[src/rtl/divider_iter_core_if.sv]
// rtl/divider_iter_core_if.sv - start/operand/result bundle for divider_iter_core
//   i_call                : start request, level; its rising edge starts a division
//   num_data / dem_data   : dividend / divisor, sampled on the start edge
//   o_x / o_y             : quotient / remainder, held until the next completion
//   o_valid               : one-cycle pulse when o_x/o_y update
//   o_busy                : high while a division is in flight
//   o_div_zero            : last completed division had a zero divisor
//   master = requester side, slave = divider core side
interface divider_iter_core_if;
    logic        i_call;
    logic [31:0] num_data;
    logic [31:0] dem_data;
    logic [31:0] o_x;
    logic [31:0] o_y;
    logic        o_valid;
    logic        o_busy;
    logic        o_div_zero;

    modport master (
        output i_call, num_data, dem_data,
        input  o_x, o_y, o_valid, o_busy, o_div_zero
    );

    modport slave (
        input  i_call, num_data, dem_data,
        output o_x, o_y, o_valid, o_busy, o_div_zero
    );
endinterface

[src/rtl/divider_iter_core.sv]
// rtl/divider_iter_core.sv - iterative 32-bit restoring divider, BITS_PER_CYCLE quotient bits per clock
//   divider_clk : core clock
//   reset_n     : asynchronous active-low reset
//   bus         : divider_iter_core_if.slave (i_call, num_data, dem_data, o_x, o_y, o_valid, o_busy, o_div_zero)
//   SIGNED      : 0 unsigned, 1 two's-complement with quotient truncated toward zero
//   BITS_PER_CYCLE : 1, 2, 4 or 8
//   DIVIDER_EARLY_OUT_EN : when defined, |num| < |den| (den != 0) skips the iteration phase
module divider_iter_core #(
    parameter bit SIGNED         = 1'b0,
    parameter int BITS_PER_CYCLE = 4
) (
    input  logic               divider_clk,
    input  logic               reset_n,
    divider_iter_core_if.slave bus
);
    localparam int N     = 32 / BITS_PER_CYCLE;
    localparam int CNT_W = 5;

    generate
        if (!(BITS_PER_CYCLE == 1 || BITS_PER_CYCLE == 2 ||
              BITS_PER_CYCLE == 4 || BITS_PER_CYCLE == 8)) begin : g_bad_bpc
            $error("divider_iter_core: BITS_PER_CYCLE must be 1, 2, 4 or 8");
        end
    endgenerate

    typedef enum logic [1:0] {S_IDLE, S_RUN, S_DONE} state_t;

    state_t             state;
    state_t             state_nxt;
    logic               i_call_d;
    logic               start;
    logic               early;
    logic               last_iter;
    logic [31:0]        rem_q;
    logic [31:0]        quo_q;
    logic [31:0]        dvs_q;
    logic [CNT_W-1:0]   cnt_q;
    logic               sign_q;
    logic               sign_r;
    logic               dz_q;
    logic [31:0]        mag_num;
    logic [31:0]        mag_den;
    logic [31:0]        rem_nxt;
    logic [31:0]        quo_nxt;

    function automatic logic [31:0] mag(input logic [31:0] v);
        return (SIGNED && v[31]) ? (~v + 32'd1) : v;
    endfunction

    assign mag_num   = mag(bus.num_data);
    assign mag_den   = mag(bus.dem_data);
    assign start     = (state == S_IDLE) && bus.i_call && !i_call_d;
    assign last_iter = (cnt_q == CNT_W'(N - 1));

`ifdef DIVIDER_EARLY_OUT_EN
    assign early = (bus.dem_data != 32'd0) && (mag_num < mag_den);
`else
    assign early = 1'b0;
`endif

    // Chained restoring steps. The dividend register doubles as the quotient
    // register: dividend bits shift out of the top while quotient bits enter at
    // the bottom.
    always_comb begin
        logic [31:0] r;
        logic [31:0] q;
        logic [32:0] r33;
        r   = rem_q;
        q   = quo_q;
        r33 = '0;
        for (int i = 0; i < BITS_PER_CYCLE; i++) begin
            r33 = {r, q[31]};
            q   = {q[30:0], 1'b0};
            if (r33 >= {1'b0, dvs_q}) begin
                r33  = r33 - {1'b0, dvs_q};
                q[0] = 1'b1;
            end
            r = r33[31:0];
        end
        rem_nxt = r;
        quo_nxt = q;
    end

    always_comb begin
        state_nxt = state;
        case (state)
            S_IDLE: if (start) state_nxt = early ? S_DONE : S_RUN;
            S_RUN:  if (last_iter) state_nxt = S_DONE;
            S_DONE: state_nxt = S_IDLE;
            default: state_nxt = S_IDLE;
        endcase
    end

    always_ff @(posedge divider_clk or negedge reset_n) begin
        if (!reset_n) state <= S_IDLE;
        else          state <= state_nxt;
    end

    always_ff @(posedge divider_clk or negedge reset_n) begin
        if (!reset_n) begin
            i_call_d       <= 1'b0;
            rem_q          <= '0;
            quo_q          <= '0;
            dvs_q          <= '0;
            cnt_q          <= '0;
            sign_q         <= 1'b0;
            sign_r         <= 1'b0;
            dz_q           <= 1'b0;
            bus.o_x        <= '0;
            bus.o_y        <= '0;
            bus.o_valid    <= 1'b0;
            bus.o_busy     <= 1'b0;
            bus.o_div_zero <= 1'b0;
        end else begin
            i_call_d    <= bus.i_call;
            bus.o_valid <= 1'b0;
            case (state)
                S_IDLE: begin
                    if (start) begin
                        dvs_q      <= mag_den;
                        cnt_q      <= '0;
                        sign_q     <= SIGNED & (bus.num_data[31] ^ bus.dem_data[31]);
                        sign_r     <= SIGNED & bus.num_data[31];
                        dz_q       <= (bus.dem_data == 32'd0);
                        bus.o_busy <= 1'b1;
                        // Early-out parks |num| in the remainder with a zero
                        // quotient, so the normal sign fix-up restores num.
                        if (early) begin
                            quo_q <= '0;
                            rem_q <= mag_num;
                        end else begin
                            quo_q <= mag_num;
                            rem_q <= '0;
                        end
                    end
                end
                S_RUN: begin
                    rem_q <= rem_nxt;
                    quo_q <= quo_nxt;
                    cnt_q <= cnt_q + CNT_W'(1);
                end
                S_DONE: begin
                    // A zero divisor leaves rem = |num|, so the sign fix-up
                    // yields num itself; only the quotient is forced.
                    bus.o_x        <= dz_q ? 32'hFFFF_FFFF : (sign_q ? (~quo_q + 32'd1) : quo_q);
                    bus.o_y        <= sign_r ? (~rem_q + 32'd1) : rem_q;
                    bus.o_div_zero <= dz_q;
                    bus.o_valid    <= 1'b1;
                    bus.o_busy     <= 1'b0;
                end
                default: ;
            endcase
        end
    end
endmodule
[src/flat_wrapper.sv]
// flat-port wrapper written by rule: the top's interface ports become plain ports
module divider_iter_core_flat 
#(
    parameter bit SIGNED         = 1'b0,
    parameter int BITS_PER_CYCLE = 4
)
  (divider_clk, reset_n, bus_i_call, bus_num_data, bus_dem_data, bus_o_x, bus_o_y, bus_o_valid, bus_o_busy, bus_o_div_zero);
  divider_iter_core_if bus_i ();
  input  logic divider_clk;
  input  logic reset_n;
  input wire logic [$bits(bus_i.i_call)-1:0] bus_i_call;
  input wire logic [$bits(bus_i.num_data)-1:0] bus_num_data;
  input wire logic [$bits(bus_i.dem_data)-1:0] bus_dem_data;
  output wire logic [$bits(bus_i.o_x)-1:0] bus_o_x;
  output wire logic [$bits(bus_i.o_y)-1:0] bus_o_y;
  output wire logic [$bits(bus_i.o_valid)-1:0] bus_o_valid;
  output wire logic [$bits(bus_i.o_busy)-1:0] bus_o_busy;
  output wire logic [$bits(bus_i.o_div_zero)-1:0] bus_o_div_zero;
  assign bus_i.i_call = bus_i_call;
  assign bus_i.num_data = bus_num_data;
  assign bus_i.dem_data = bus_dem_data;
  assign bus_o_x = bus_i.o_x;
  assign bus_o_y = bus_i.o_y;
  assign bus_o_valid = bus_i.o_valid;
  assign bus_o_busy = bus_i.o_busy;
  assign bus_o_div_zero = bus_i.o_div_zero;
  divider_iter_core #(.SIGNED(SIGNED), .BITS_PER_CYCLE(BITS_PER_CYCLE)) u_core (.divider_clk(divider_clk), .reset_n(reset_n), .bus(bus_i));
endmodule
[config.mk]
export PLATFORM = sky130hd
export DESIGN_NAME = divider_iter_core_flat
export DESIGN_NICKNAME = d
export VERILOG_FILES = /design/src/rtl/divider_iter_core_if.sv /design/src/rtl/divider_iter_core.sv /design/src/flat_wrapper.sv
export SDC_FILE = /design/constraint.sdc
export NUM_CORES = 1
export LEC_CHECK = 0
export CAP_MARGIN = 20
export CORE_MARGIN = 4
export CORE_UTILIZATION = 54
export CTS_CLUSTER_DIAMETER = 150
export CTS_CLUSTER_SIZE = 10
export DETAILED_ROUTE_END_ITERATION = 7
export PLACE_DENSITY_LB_ADDON = 0.05
export SYNTH_ARGS = -nofsm -noshare
export SYNTH_HDL_FRONTEND = slang
export SYNTH_SLANG_ARGS = --single-unit
[constraint.sdc]
create_clock -name divider_clk -period 12.85 [get_ports divider_clk]
set_input_delay 1.9275 -clock divider_clk [delete_from_list [all_inputs] [get_ports divider_clk]]
set_output_delay 1.9275 -clock divider_clk [all_outputs]
set_load 0.05 [all_outputs]
After elaboration in Yosys (flattened, before gate mapping)
Cells that the tools add are included.

Equality and inequality tests: 5. Magnitude comparators: 4. $add $sub $neg: 5. Mux-type cells: 21. Reductions and logical operators: 11.

Operators by type and width (number): $mux W32 (7); $ge A33 B32 Y1 (4); $pmux W32 S2 (2); $sub A32 B32 Y32 (4); $logic_not A32 Y1 (1); $pmux W5 S2 (1); $reduce_and A2 Y1 (4); $mux W1 (6); $add A5 B1 Y5 const B (1); $eq A5 B3 Y1 const B (1); $mux W5 (1); $mux W2 (2); $ne A2 B1 Y1 const B (2); $pmux W2 S2 (1); $reduce_bool A2 Y1 (2); $eq A2 B1 Y1 const B (1); $eq A2 B2 Y1 const B (1); $logic_and A1 B1 Y1 (2); $logic_not A2 Y1 (1); $pmux W1 S2 (1); $logic_not A1 Y1 (1).

Logic and storage cells: 58. Register bits: 172.

Longest topological paths before layout
Depth after elaboration: 9. Gate-level depth with buffers: 54. Mapped depth without buffers: 48.

Worst setup path before layout
Ideal clock, no wire load.

Path kind: reg-to-reg. From: register u_core.rem_q[9]. To: register u_core.rem_q[30]. Data required time: 12.720 ns. Cell stages (with the launch flop): 49. Path slack: 2.478 ns. Arrival time: 10.242 ns. Buffers on the path: 6. Cell sequence: dfrtp_1 ha_1 clkbuf_1 nand3_1 nor3_1 o2111ai_2 a31oi_1 nor2_1 nand2_1 clkbuf_1 mux2_2 ha_1 o21a_1 o21ai_0 a21oi_1 a311o_1 a2111oi_4 nor2_2 [13 not listed] nand2_1 and2_1 buf_4 buf_6 mux2_2 ha_1 or2_2 a21o_1 and3_1 o41ai_1 nand4_1 a31o_2 a21o_1 a21o_1 a311oi_1 xnor2_1 mux2i_1 o21ai_1.

Cells in the longest elaborated chain, start to end: 9. Elaborated cells between the ends (all ways): 13. Those cells by class: add/sub (4); order compare (4); mux (5).

Ends and longest elaborated chain: start: declaration (RTL line divider_iter_core.sv:34) `logic [31:0] rem_q;`; start signal: assignment (RTL line divider_iter_core.sv:130) `rem_q <= mag_num;`; start signal: assignment (RTL line divider_iter_core.sv:138) `rem_q <= rem_nxt;`; $sub A32 B32 Y32 or $ge A33 B32 Y1 (tied branches) (RTL line divider_iter_core.sv:75, divider_iter_core.sv:74); $mux W32 (*) (RTL line divider_iter_core.sv:74) `if (r33 >= {1'b0, dvs_q}) begin`; $sub A32 B32 Y32 or $ge A33 B32 Y1 (tied branches) (RTL line divider_iter_core.sv:75, divider_iter_core.sv:74); $mux W32 (*) (RTL line divider_iter_core.sv:74); $sub A32 B32 Y32 or $ge A33 B32 Y1 (tied branches) (RTL line divider_iter_core.sv:75, divider_iter_core.sv:74); $mux W32 (*) (RTL line divider_iter_core.sv:74); $sub A32 B32 Y32 or $ge A33 B32 Y1 (tied branches) (RTL line divider_iter_core.sv:75, divider_iter_core.sv:74); $mux W32 (*) (RTL line divider_iter_core.sv:74); $pmux W32 S2 (*) (RTL line divider_iter_core.sv:117) `case (state)`.

Every way passes the cells marked *; elsewhere a longest branch is shown, timed or not. A chain may end at the register's enable or synchronous reset.

Final worst setup path
From: register u_core.dvs_q[1]. To: register u_core.rem_q[2].

Cells in the longest elaborated chain, start to end: 9. Elaborated cells between the ends (all ways): 13. Those cells by class: add/sub (4); order compare (4); mux (5).

Ends and longest elaborated chain: start: declaration (RTL line divider_iter_core.sv:36) `logic [31:0] dvs_q;`; start signal: assignment (RTL line divider_iter_core.sv:120) `dvs_q <= mag_den;`; $sub A32 B32 Y32 or $ge A33 B32 Y1 (tied branches) (RTL line divider_iter_core.sv:75, divider_iter_core.sv:74); $mux W32 (RTL line divider_iter_core.sv:74); $sub A32 B32 Y32 or $ge A33 B32 Y1 (tied branches) (RTL line divider_iter_core.sv:75, divider_iter_core.sv:74); $mux W32 (RTL line divider_iter_core.sv:74); $ge A33 B32 Y1 or $sub A32 B32 Y32 (tied branches) (RTL line divider_iter_core.sv:74, divider_iter_core.sv:75); $mux W32 (RTL line divider_iter_core.sv:74); $sub A32 B32 Y32 or $ge A33 B32 Y1 (tied branches) (RTL line divider_iter_core.sv:75, divider_iter_core.sv:74); $mux W32 (*) (RTL line divider_iter_core.sv:74); $pmux W32 S2 (*) (RTL line divider_iter_core.sv:117).

Marks and branches as above.

==> results.md <==
- Mapped Cells: 1,836
- Worst R2R Setup Slack: 680 ps
- Master of the slowest instance on the critical path: dfrtp_1
- Critical-path maximum fanout: 22
- Number of enable flip-flop cells after synthesis: 0
- Worst EP required: 13,150 ps
- Setup repair after global routing missed its margin: false
- Max transition margin: 35.9%
- Crit path launch: u_core.dvs_q[1]$_DFFE_PN0P_
- Number of global-route vias before repair: 13,900
- Delay contributed by the slowest stage of the critical path: 540 ps
- Netlist cell types: 86
- Worst reg-to-reg path cell count: 44
- Type of element capturing the critical path: flop
- Diodes inserted: 0
- Global router's overall resource usage: 32.7%
- Via-per-instance ratio: 6.25
- Reg2Reg Launch Point: u_core.dvs_q[1]$_DFFE_PN0P_
- DP Wirelength: 38.9 mm
- Hold crit path type: reg -> reg
- Root cell of the clock tree: clkbuf_16
- Setup Crit Path Kind: reg -> reg
- Warnings, synthesis: 0
- Total CTS buffers: 17
- TNS Setup: 0 ps
- Clock-pin slew on the worst setup and hold paths: 70 ps
- Post-CTS repair timing setup buffer count: 0
- Setup violators final: 0
- Max cap viols: 0
- Grt total ovfl: 0
- CP Data Arrival Time: 12,470 ps
- Actual slew at the worst max-slew pin: 961 ps
- Sequential fraction of the synthesis area: 29.1%
- Capture point of the critical path: u_core.rem_q[2]$_DFFE_PN0P_
- Critical path launch point type: flop
- Number of hold violations in the final report: 0
- Placeable Area: 27,000 um2
- Area of the die: 30,100 um2
- 1st-iter DRT viols: 1,396
- Detailed-route wire length per cell: 21.9 um
- Clock latency of the later-clocked register in the worst-skew pair: 440 ps
- Port-buffer cells: 133
- Final Cycle Share: 94.7%
- Final RePlAce weighted congestion: 1.04
- Max-slew violation count: 0
- Sinks on the clock net: 172
- Residual DRC: 0
- Synthesis-stage register bit count: 172
- Total wire length: 50.3 mm
- Width of the chip: 174 um
- Fill count: 2,394
- Area growth, synth to finish: 16.0%
- Final WS setup: 677 ps
- Worst slack, placed: 438 ps
- Most used flip-flop cell after synthesis: dfrtp_1
- Sequential cell area: 4300 um2
- Average cell area after synthesis: 8.06 um2
- Via count of the routed design: 14,400
- Number of nets with antenna violations after detailed routing: 0
- Proportion of layout cells with a drive suffix above 1: 7.76%
- Maximum number of pins on one net before global-route repair: 108
- Clk buf depth: 2
- Maximum clock skew at final layout: 16.6 ps
- Final layout net count: 2,146
- Outcome: finished, final reports clean
- Floorplan die height: 174 um
- Highest achievable clock rate: 82.2 MHz
- CTS Hold Bufs: 0
- Number of gates resized after cts: 0
- Row count: 60
- DRT Pass-1 Iters: 6
- Global-route wire length before repair: 78.6 mm
- Clock tree from TritonCTS: built
- H-tree lvl count: 4
- Initial Util: 54.9%
- I/O pin count: 134
- Critical path's most frequent cell: nor2_1
- Reg-to-reg critical path endpoint: u_core.rem_q[2]$_DFFE_PN0P_
- Post-Synthesis Cell Area: 14,800 um2
- Ys async rst share: 100%
- Net Count, Synth: 2,036
- Post-layout minimum cycle time: 12,170 ps
- Area occupied by multi-input gates: 9910 um2
- Antenna violations before repair: 0
==> final cells by class <==
type                            count  area share (%)
Clock buffer                       17            2.48
Sequential cell                   172            25.1
Timing Repair Buffer              173            9.94
Inverter                           65            1.42
Clock inverter                     14           0.875
Tap cell                          341            2.49
Multi-Input combinational cell   1517            57.7
==> per-layer routing <==
metal	share of wire (%)	wire (um)	GRT usage (%)
met1	44	22300	45.5
met2	46	23100	53.2
met5	0	0	0
met4	1.8	930	7.55
met3	7.9	3960	6.26
==> worst max-delay path: cells and delay by family, from the launching register on <==
kind | cells | cell delay, ps
DFF | 1 | 540
AOI/OAI and AO/OA | 12 | 3110
buffers and inverters | 6 | 1500
and+or+nand+nor | 18 | 3670
muxes | 4 | 1610
adders and majority gates | 4 | 1550
==> placed cells by master, fill, tap and decap left out, types with 12 or more instances in the layout <==
cell / count
clkdlybuf4s50_1: 132
nand2_1: 261
xnor2_1: 74
o21a_1: 25
a21oi_1: 119
mux2i_1: 31
and3_1: 13
o21ai_0: 147
mux2_2: 50
o22ai_1: 28
buf_4: 36
o21ai_1: 34
ha_1: 129
nand4_1: 21
a21o_1: 56
nor2b_1: 12
inv_1: 65
clkbuf_16: 17
a31oi_1: 23
nor3_1: 20
o31ai_1: 15
o21bai_1: 12
nor2_1: 169
dfrtp_1: 172
nor4_1: 17
nand3_1: 72
xor2_1: 30
==> cells by family (layout without fill, tap and decap cells) <==
| family | count (synthesis) | in the layout | synth area share (%) |
|---|---|---|---|
| flip-flops | 172 | 172 | 29.1 |
| multiplexers | 85 | 85 | 6.23 |
| XOR/XNOR | 104 | 104 | 6.16 |
| AO/OA/AOI/OAI | 547 | 547 | 23.1 |
| AND/OR/NAND/NOR | 648 | 648 | 19.7 |
| adder cells (fa/ha/maj) | 133 | 133 | 11.5 |
| buffers and inverters | 147 | 269 | 4.18 |
==> flip-flops by register name (all words and copies together), names as in the netlist <==
register,flops
u_core.bus.o_busy,1
u_core.bus.o_div_zero,1
u_core.bus.o_valid,1
u_core.bus.o_x,32
u_core.bus.o_y,32
u_core.cnt_q,5
u_core.dvs_q,32
u_core.dz_q,1
u_core.i_call_d,1
u_core.quo_q,32
u_core.rem_q,32
u_core.state,2
==> stage by stage <==
step                utilization (%)  hold slack [ps]  std cells  area, um2
floorplan                         -              448       1836      14800
global placement               61.2              459       2265      16500
detailed placement             61.3              462       2266      16500
CTS                            63.4              480       2297      17100
global route                   63.7              493       2299      17200
finish                         63.7              476       2299      17200
==> synthesized netlist by cell type (50+ instances only) <==
| master | n | area, um2 |
|---|---|---|
| nand2_1 | 262 | 983 |
| o21ai_0 | 149 | 746 |
| mux2_2 | 50 | 563 |
| nor2_1 | 169 | 634 |
| xnor2_1 | 74 | 648 |
| clkbuf_1 | 61 | 229 |
| a21o_1 | 56 | 420 |
| dfrtp_1 | 172 | 4300 |
| inv_1 | 65 | 244 |
| nand3_1 | 72 | 360 |
| ha_1 | 129 | 1610 |
| a21oi_1 | 120 | 601 |
==> worst min-delay path by stage <==
stage	cells past startpoint	end	startpoint
floorplan	1	u_core.state[1]$_DFFE_PN0P_	u_core.cnt_q[4]$_DFFE_PN0P_
global placement	2	u_core.bus.o_y[11]$_DFFE_PN0P_	u_core.bus.o_y[11]$_DFFE_PN0P_
detailed placement	2	u_core.bus.o_y[27]$_DFFE_PN0P_	u_core.bus.o_y[27]$_DFFE_PN0P_
CTS	2	u_core.bus.o_y[18]$_DFFE_PN0P_	u_core.bus.o_y[18]$_DFFE_PN0P_
global route	2	u_core.bus.o_x[15]$_DFFE_PN0P_	u_core.bus.o_x[15]$_DFFE_PN0P_
finish	2	u_core.bus.o_y[18]$_DFFE_PN0P_	u_core.bus.o_y[18]$_DFFE_PN0P_
Power is left out: the tool's default activity adds up to more than one toggle a clock period on the data nets, which glitch-free logic cannot reach.
